<file path="config.mk">
export PLATFORM = sky130hd
export DESIGN_NAME = wb_arbiter
export DESIGN_NICKNAME = d
export VERILOG_FILES = /design/src/rtl/wb_arbiter.sv
export SDC_FILE = /design/constraint.sdc
export NUM_CORES = 1
export LEC_CHECK = 0
export BUFFER_PORTS_ARGS = -buffer_cell sky130_fd_sc_hd__buf_2
export CORE_ASPECT_RATIO = 2
export CORE_UTILIZATION = 55
export CTS_BUF_LIST = sky130_fd_sc_hd__clkbuf_4 sky130_fd_sc_hd__clkbuf_8
export DETAILED_ROUTE_END_ITERATION = 10
export GPL_TIMING_DRIVEN = 0
export HOLD_SLACK_MARGIN = 0.1
export PLACE_DENSITY_LB_ADDON = 0.15
export SLEW_MARGIN = 20
export SYNTH_ARGS = -nofsm -noshare
export SYNTH_HDL_FRONTEND = slang
export SYNTH_SLANG_ARGS = --single-unit
</file>
<file path="constraint.sdc">
create_clock -name clk -period 4.4 [get_ports clk]
set_input_delay 0.88 -clock clk [delete_from_list [all_inputs] [get_ports clk]]
set_output_delay 0.88 -clock clk [all_outputs]
set_load 0.005 [all_outputs]
</file>
<file path="src/rtl/wb_arbiter.sv">
// Writeback arbiter: per-requester result FIFOs feeding one registered ROB
// writeback port through a round-robin scheduler. rob_flush drops all
// buffered results; rst additionally clears the writeback data fields.
module wb_arbiter #(
    parameter int NREQ  = 4,
    parameter int DEPTH = 2
) (
    input  logic                 clk,
    input  logic                 rst,
    input  logic                 rob_flush,
    input  logic [NREQ-1:0]      in_valid,
    output logic [NREQ-1:0]      in_ready,
    input  logic [NREQ-1:0]      in_error,
    input  logic [5*NREQ-1:0]    in_ecause,
    input  logic [7*NREQ-1:0]    in_robid,
    input  logic [32*NREQ-1:0]   in_result,
    output logic                 wb_valid,
    output logic                 wb_error,
    output logic [4:0]           wb_ecause,
    output logic [6:0]           wb_robid,
    output logic [31:0]          wb_result,
    output logic [NREQ-1:0]      wb_grant
);

    localparam int PW = (NREQ > 1) ? $clog2(NREQ) : 1;
    localparam int AW = (DEPTH > 1) ? $clog2(DEPTH) : 1;
    localparam int CW = $clog2(DEPTH + 1);

    typedef struct packed {
        logic        error;
        logic [4:0]  ecause;
        logic [6:0]  robid;
        logic [31:0] result;
    } wb_entry_t;

    wb_entry_t          mem   [NREQ][DEPTH];
    logic [AW-1:0]      head  [NREQ];
    logic [AW-1:0]      tail  [NREQ];
    logic [CW-1:0]      count [NREQ];
    wb_entry_t          in_entry [NREQ];
    logic [PW-1:0]      rr_ptr;
    logic [PW-1:0]      rr_next;
    logic [NREQ-1:0]    push;
    logic [NREQ-1:0]    pop;
    logic [NREQ-1:0]    nonempty;
    logic [2*NREQ-1:0]  rot_wide;
    logic [PW:0]        grant_sum;
    logic               grant_any;
    logic [PW-1:0]      grant_idx;
    wb_entry_t          head_entry;

    // Advance a FIFO pointer, wrapping at DEPTH.
    function automatic logic [AW-1:0] ptr_inc(input logic [AW-1:0] p);
        return (p == AW'(DEPTH - 1)) ? '0 : p + 1'b1;
    endfunction

    // Per-requester handshake and unpacking of the flattened input buses.
    always_comb begin
        for (int i = 0; i < NREQ; i++) begin
            in_ready[i]        = (count[i] != CW'(DEPTH));
            push[i]            = in_valid[i] & in_ready[i];
            nonempty[i]        = (count[i] != '0);
            in_entry[i].error  = in_error[i];
            in_entry[i].ecause = in_ecause[5*i +: 5];
            in_entry[i].robid  = in_robid[7*i +: 7];
            in_entry[i].result = in_result[32*i +: 32];
        end
    end

    // Round-robin pick: first non-empty FIFO at or after rr_ptr.
    always_comb begin
        // NOTE: every output gets a default first so no path leaves it unassigned (no latch).
        grant_any  = 1'b0;
        grant_idx  = '0;
        grant_sum  = '0;
        pop        = '0;
        rot_wide   = {nonempty, nonempty} >> rr_ptr;
        for (int k = 0; k < NREQ; k++) begin
            if (!grant_any && rot_wide[k]) begin
                grant_any = 1'b1;
                grant_sum = {1'b0, rr_ptr} + (PW+1)'(k);
                if (grant_sum >= (PW+1)'(NREQ))
                    grant_sum = grant_sum - (PW+1)'(NREQ);
                grant_idx = grant_sum[PW-1:0];
            end
        end
        if (grant_any)
            pop[grant_idx] = 1'b1;
        rr_next    = (grant_idx == PW'(NREQ - 1)) ? '0 : grant_idx + 1'b1;
        head_entry = mem[grant_idx][head[grant_idx]];
    end

    // FIFO pointers and occupancy; flush and reset empty every FIFO.
    always_ff @(posedge clk) begin
        // NOTE: sequential state uses non-blocking assignments so all registers update together.
        if (rst || rob_flush) begin
            for (int i = 0; i < NREQ; i++) begin
                head[i]  <= '0;
                tail[i]  <= '0;
                count[i] <= '0;
            end
        end else begin
            for (int i = 0; i < NREQ; i++) begin
                if (push[i])
                    tail[i] <= ptr_inc(tail[i]);
                if (pop[i])
                    head[i] <= ptr_inc(head[i]);
                case ({push[i], pop[i]})
                    2'b10:   count[i] <= count[i] + 1'b1;
                    2'b01:   count[i] <= count[i] - 1'b1;
                    default: count[i] <= count[i];
                endcase
            end
        end
    end

    // FIFO storage; contents are only meaningful between head and tail.
    always_ff @(posedge clk) begin
        // NOTE: storage is deliberately not reset; emptied pointers make stale data unreachable.
        for (int i = 0; i < NREQ; i++) begin
            if (push[i])
                mem[i][tail[i]] <= in_entry[i];
        end
    end

    // Round-robin pointer moves just past the granted requester.
    always_ff @(posedge clk) begin
        if (rst || rob_flush)
            rr_ptr <= '0;
        else if (grant_any)
            rr_ptr <= rr_next;
    end

    // Registered writeback bus; data fields hold when nothing is granted.
    always_ff @(posedge clk) begin
        if (rst) begin
            wb_valid  <= 1'b0;
            wb_grant  <= '0;
            wb_error  <= 1'b0;
            wb_ecause <= '0;
            wb_robid  <= '0;
            wb_result <= '0;
        end else if (rob_flush) begin
            wb_valid  <= 1'b0;
            wb_grant  <= '0;
        end else if (grant_any) begin
            wb_valid  <= 1'b1;
            wb_grant  <= pop;
            wb_error  <= head_entry.error;
            wb_ecause <= head_entry.ecause;
            wb_robid  <= head_entry.robid;
            wb_result <= head_entry.result;
        end else begin
            wb_valid  <= 1'b0;
            wb_grant  <= '0;
        end
    end

endmodule

</file>
Word-level counts from Yosys, hierarchy flattened
Memories as Yosys holds them, arrays and structs flattened.
Index checks and enable logic that the tools add are counted.

storage, ports and cells
  logic and storage cells = 240
  output and inout bits = 54
  memory bits (writable) = 376
  register bits after elaboration = 52
  memories = 4
  memory bits (read-only) = 0
  input port bits = 187
  latch bits = 0

memory list
  memory  depth  bits a word  read ports  clocked after Yosys merged registers in  write ports  line  text
  mem     4      90           1           0                                        4            36    wb_entry_t mem [NREQ][DEPTH];
  count   4      2            4           0                                        4            39    logic [CW-1:0] count [NREQ];
  head    4      1            5           0                                        4            37    logic [AW-1:0] head [NREQ];
  tail    4      1            4           0                                        4            38    logic [AW-1:0] tail [NREQ];

operators by class
  div/mod/pow operators = 0
  reduce and logical (&&, ||, !) cells = 23
  magnitude comparators = 15
  mux-type cells = 122
  $mul = 0
  bitwise gates (word level) = 31
  add/subtract/negate cells = 24
  shift-type cells = 1
  equality and inequality tests = 13

operators with widths
  cell                                                                    number
  90-bit 2-to-1 mux                                                       4
  45-bit 2-to-1 mux                                                       7
  45-bit demux with 1-bit select                                          4
  1-bit 2-to-1 mux                                                        84
  2-bit 2-to-1 mux                                                        21
  1-bit OR                                                                20
  2-bit by 1-bit subtractor with 2-bit output (second input constant)     8
  2-bit by 1-bit adder with 2-bit output (second input constant)          5
  2-bit equality test (second input constant)                             5
  2-bit greater-or-equal comparator (second input constant)               5
  1-bit inverter with 2-bit output                                        5
  2-bit OR reduction                                                      5
  3-bit greater-or-equal comparator (second input constant)               3
  1-bit adder (second input constant)                                     8
  2-bit by 1-bit equality test with 1-bit output (second input constant)  4
  1-bit logical AND                                                       8
  2-bit by 1-bit < comparator with 1-bit output (second input constant)   4
  2-bit inequality test (second input constant)                           4
  2-bit nonzero test                                                      4
  8-bit by 2-bit right shift with 4-bit output                            1
  2-bit by 2-bit adder with 3-bit output (second input constant)          2
  1-bit AND                                                               4
  4-bit 2-to-1 mux                                                        1
  2-bit by 1-bit adder with 3-bit output (second input constant)          1
  other kinds (9)                                                         12

Depth between registers and ports, before layout
An unclocked memory read counts as a cell.

  depth after elaboration = 25
  depth in mapped cells = 17
  depth with buffers taken out = 15

Worst setup path after synthesis
Ideal clock, no wire load.

  path type = flip-flop to flip-flop
  from = memory count[3][0] (netlist bit)
  to = memory count[0][1] (netlist bit), data pin
  buffers on the path = 3
  setup time = 266 ps
  required time = 4134 ps
  clock period less this slack = 3378 ps
  arrival time = 3112 ps
  cell stages (with the launch flop) = 17
  path slack = 1022 ps
  cell sequence = edfxtp_1 > inv_1 > ha_1 > or4b_1 > and2_1 > o211a_1 > a21o_1 > buf_4 > buf_2 > buf_1 > ha_1 > nand2_1 > inv_1 > ha_1 > xor2_1 > xnor2_1 > nor2_1

RTL lines
  item         line
  from (decl)  39

==> flow_metrics.tcl <==
set metrics [dict create \
    rsz0062_at_grt "false" \
    ys.warnings.count 0 \
    regArea_um2 12300 \
    root_buffer "clkbuf_8" \
    dpl_cell_area_um2 18800 \
    vdd_ir_drop_max_mv 0.472 \
    multi_input_area_um2 4140 \
    clockBufferDepth 3 \
    initial_utilization 0.557 \
    violations "design-rule violations" \
    layout_setup_ws_ns 0.267 \
    overflow 0 \
    hold_buffers 0 \
    synth_area_um2 16800 \
    viasPerCell 6.17 \
    drive_gt1_frac 0.296 \
    grt_pass1_wl_um 71400 \
    fmax_mhz 242 \
    grt_max_degree 27 \
    ctsHtreeMaxLevel 2 \
    intPower_mw 9.40 \
    relSlewSlack 0.411 \
    final_cell_mix "376 x edfxtp_1, 254 x buf_2, 167 x nand2_1, 76 x nor2_1, 72 x nand3_1" \
    swShare 0.408 \
    grt_pass1_vias 12200 \
    crit_end "count[3][0]" \
    syn2layout_area_growth_pct 19.6 \
    worstPathMaxFanout 10 \
    drtIter0Drc 961 \
    finalInstanceArea_um2 20100 \
    dr.pass1.iters 9 \
    maxUsedRoutingLayer "met5" \
    pwr-share-clk 0.207 \
    sequentialPowerShare 0.338 \
    comb_power_share 0.455 \
    r2r-start "rr_ptr[0]" \
    worstSetupStartpointType "flop" \
    wl_met2_um 27000 \
    insertion_delay_ns 0.62 \
    crit_chain "buf_2, or3_1, nand3_1, o21a_1, nand2_1, nand2_1, clkbuf_1, clkbuf_1, nand2_1, ha_1, o21ai_0" \
    p_switching_mw 6.48 \
    worst_path_most_repeated_cell "nand2_1" \
    wl_met3_um 3250 \
    hp-class "primary input to flop" \
    min_period_over_period 0.939 \
    wirelength_met1_um 16000 \
    synth_ff_type "edfxtp_1" \
    ys_seq_elements 428 \
    grt_use_total 0.318 \
    tightest_slew_ns 0.883 \
    critPathMaxStageDelay_ns 0.62 \
    final-hold-violation-count 0 \
    wl_um 48900 \
    drv_cap 0 \
    final_common_cell "edfxtp_1" \
    place.gp.congestion 0.863 \
    outcome "complete, but fails checks" \
    rrSetupSlack_ns 0.27 \
    drcViolationCount 16 \
    p_leak_nw 7.47 \
    io_buffers 239 \
    slew_viol_final 0 \
    endpoint_kind "flop" \
    ys_seq_area_frac 0.733 \
    die_y_um 249 \
    dp.cells 1753 \
    synth_fp_nets 1330 \
    avgSynthCellArea_um2 14.8 \
    ant_nets 0 \
    crit_start "rr_ptr[0]" \
    cp.required_ns 4.69 \
    fillCellCount 2258 \
    dieArea_um2 31300 \
    vias 11500 \
    worst-setup-path-type "flop to flop" \
    synth_edf_count 376 \
    cts_tree "yes" \
    timing.rr.end "count[3][0]" \
    cts_buffers 57 \
    synth.distinct_cells 49 \
    async_flop_share 0 \
    arrival_ns 4.42 \
    preCtsSetupSlack_ns -0.0335 \
    skew_ns 0.0204 \
    finalSetupViolCount 0 \
    instances_no_fill 1863 \
    final_nets 1639 \
    die_w_um 126 \
    clkTransAtPathRegs_ns 0.08 \
    clock_sinks 428 \
    rows 90 \
    post-route-min-period_ns 4.13 \
    netlist_instances 1133 \
    ios 241 \
    hpwl_um 34600 \
    crit_slowest_cell "clkbuf_1" \
    coreArea_um2 30200 \
    reg2regPathDepth 11 \
    avgRoutedWirePerCell_um 26.3 \
    antenna_found_initial 3 \
    power.density_nw_per_um2 789 \
]
[power groups by stage]
stage	logic [mW]	clock network, mW	registers (mW)
2_1_floorplan	4.56	0	5.37
3_3_place_gp	6.92	0	5.48
3_5_place_dp	7.14	0	5.44
4_1_cts	7.18	3.33	5.36
5_1_grt	7.73	3.48	5.41
6_report	7.22	3.29	5.36
[metrics by stage]
stage / hold WS, ns / power (mW) / setup TNS [ns] / utilization
final: 0.438 / 15.9 / 0 / 0.667
after global routing: 0.411 / 16.6 / 0 / 0.667
after CTS: 0.405 / 15.9 / 0 / 0.667
after detailed placement: 0.499 / 12.6 / -0.0335 / 0.624
after global placement: 0.486 / 12.4 / -202.31 / 0.612
after floorplan: 0.492 / 9.94 / 0 / -
[flip-flops by register name, indices dropped and copies added, names as in the netlist, 2 cells and up]
signal     cells
wb_grant       4
head           4
mem          360
count          8
wb_result     32
wb_ecause      5
tail           4
wb_robid       7
rr_ptr         2
[cell families after synthesis]
group           share of synthesized area
flops                               0.733
mux                                0.0515
buf+inv                            0.0237
compound gates                     0.0926
simple gates                       0.0885
fa+ha+maj                         0.00744
xor+xnor                          0.00312
[how the worst min path moves through the flow]
stage	endpoint	startpoint	slack, ns	cells after the start
2_1_floorplan	wb_ecause[0]	wb_ecause[0]	0.49	2
3_3_place_gp	wb_robid[0]	wb_robid[0]	0.49	2
3_5_place_dp	wb_result[4]	wb_result[4]	0.50	2
4_1_cts	mem[3][36]	in_robid[25]	0.40	1
5_1_grt	mem[3][36]	in_robid[25]	0.41	1
6_report	mem[3][20]	in_result[116]	0.44	1
[layout make-up]
type / instances / area share
diodes: 4 / 0.000497
plain buffers: 78 / 0.0172
clock buffers: 77 / 0.0477
clock inverters: 31 / 0.0161
inverters: 12 / 0.00224
multi-input cells: 613 / 0.206
flip-flops and latches: 428 / 0.613
well taps: 368 / 0.0229
repair buffers: 252 / 0.0746
[timing repair]
action                                  in CTS  in global routing
endpoints found under the setup margin       1                  1
buffers inserted                             0                  0
gates resized for setup                      1                  0
[critical path: cells and delay by family, from the launching register on]
| family | cells | cell delay (ns) |
|---|---|---|
| buffers and inverters | 3 | 1.32 |
| and+or+nand+nor | 5 | 1.33 |
| DFF | 1 | 0.33 |
| AOI/OAI and AO/OA | 2 | 0.48 |
| adders and majority gates | 1 | 0.35 |
[routing by layer]
metal,vias up,track usage
li1,5025,-
met1,5665,0.327
met2,622,0.595
met3,173,0.0470
met4,2,0.196
met5,-,0
[synthesized netlist by cell type (7+ instances only)]
library cell / number / area share
edfxtp_1: 376 / 0.67
nor2_1: 80 / 0.018
nand2_1: 167 / 0.037
clkbuf_1: 54 / 0.012
a21oi_1: 36 / 0.011
mux4_2: 31 / 0.042
a221oi_1: 45 / 0.023
dfxtp_1: 52 / 0.062
a311oi_1: 45 / 0.023
ha_1: 10 / 0.0074
buf_2: 15 / 0.0045
inv_1: 9 / 0.0020
nand3_1: 72 / 0.021
nor3_1: 10 / 0.0030
a211o_1: 32 / 0.017
o21ai_0: 17 / 0.0051
mux2_2: 15 / 0.010
buf_4: 7 / 0.0031
(Power assumes the default switching activity.)
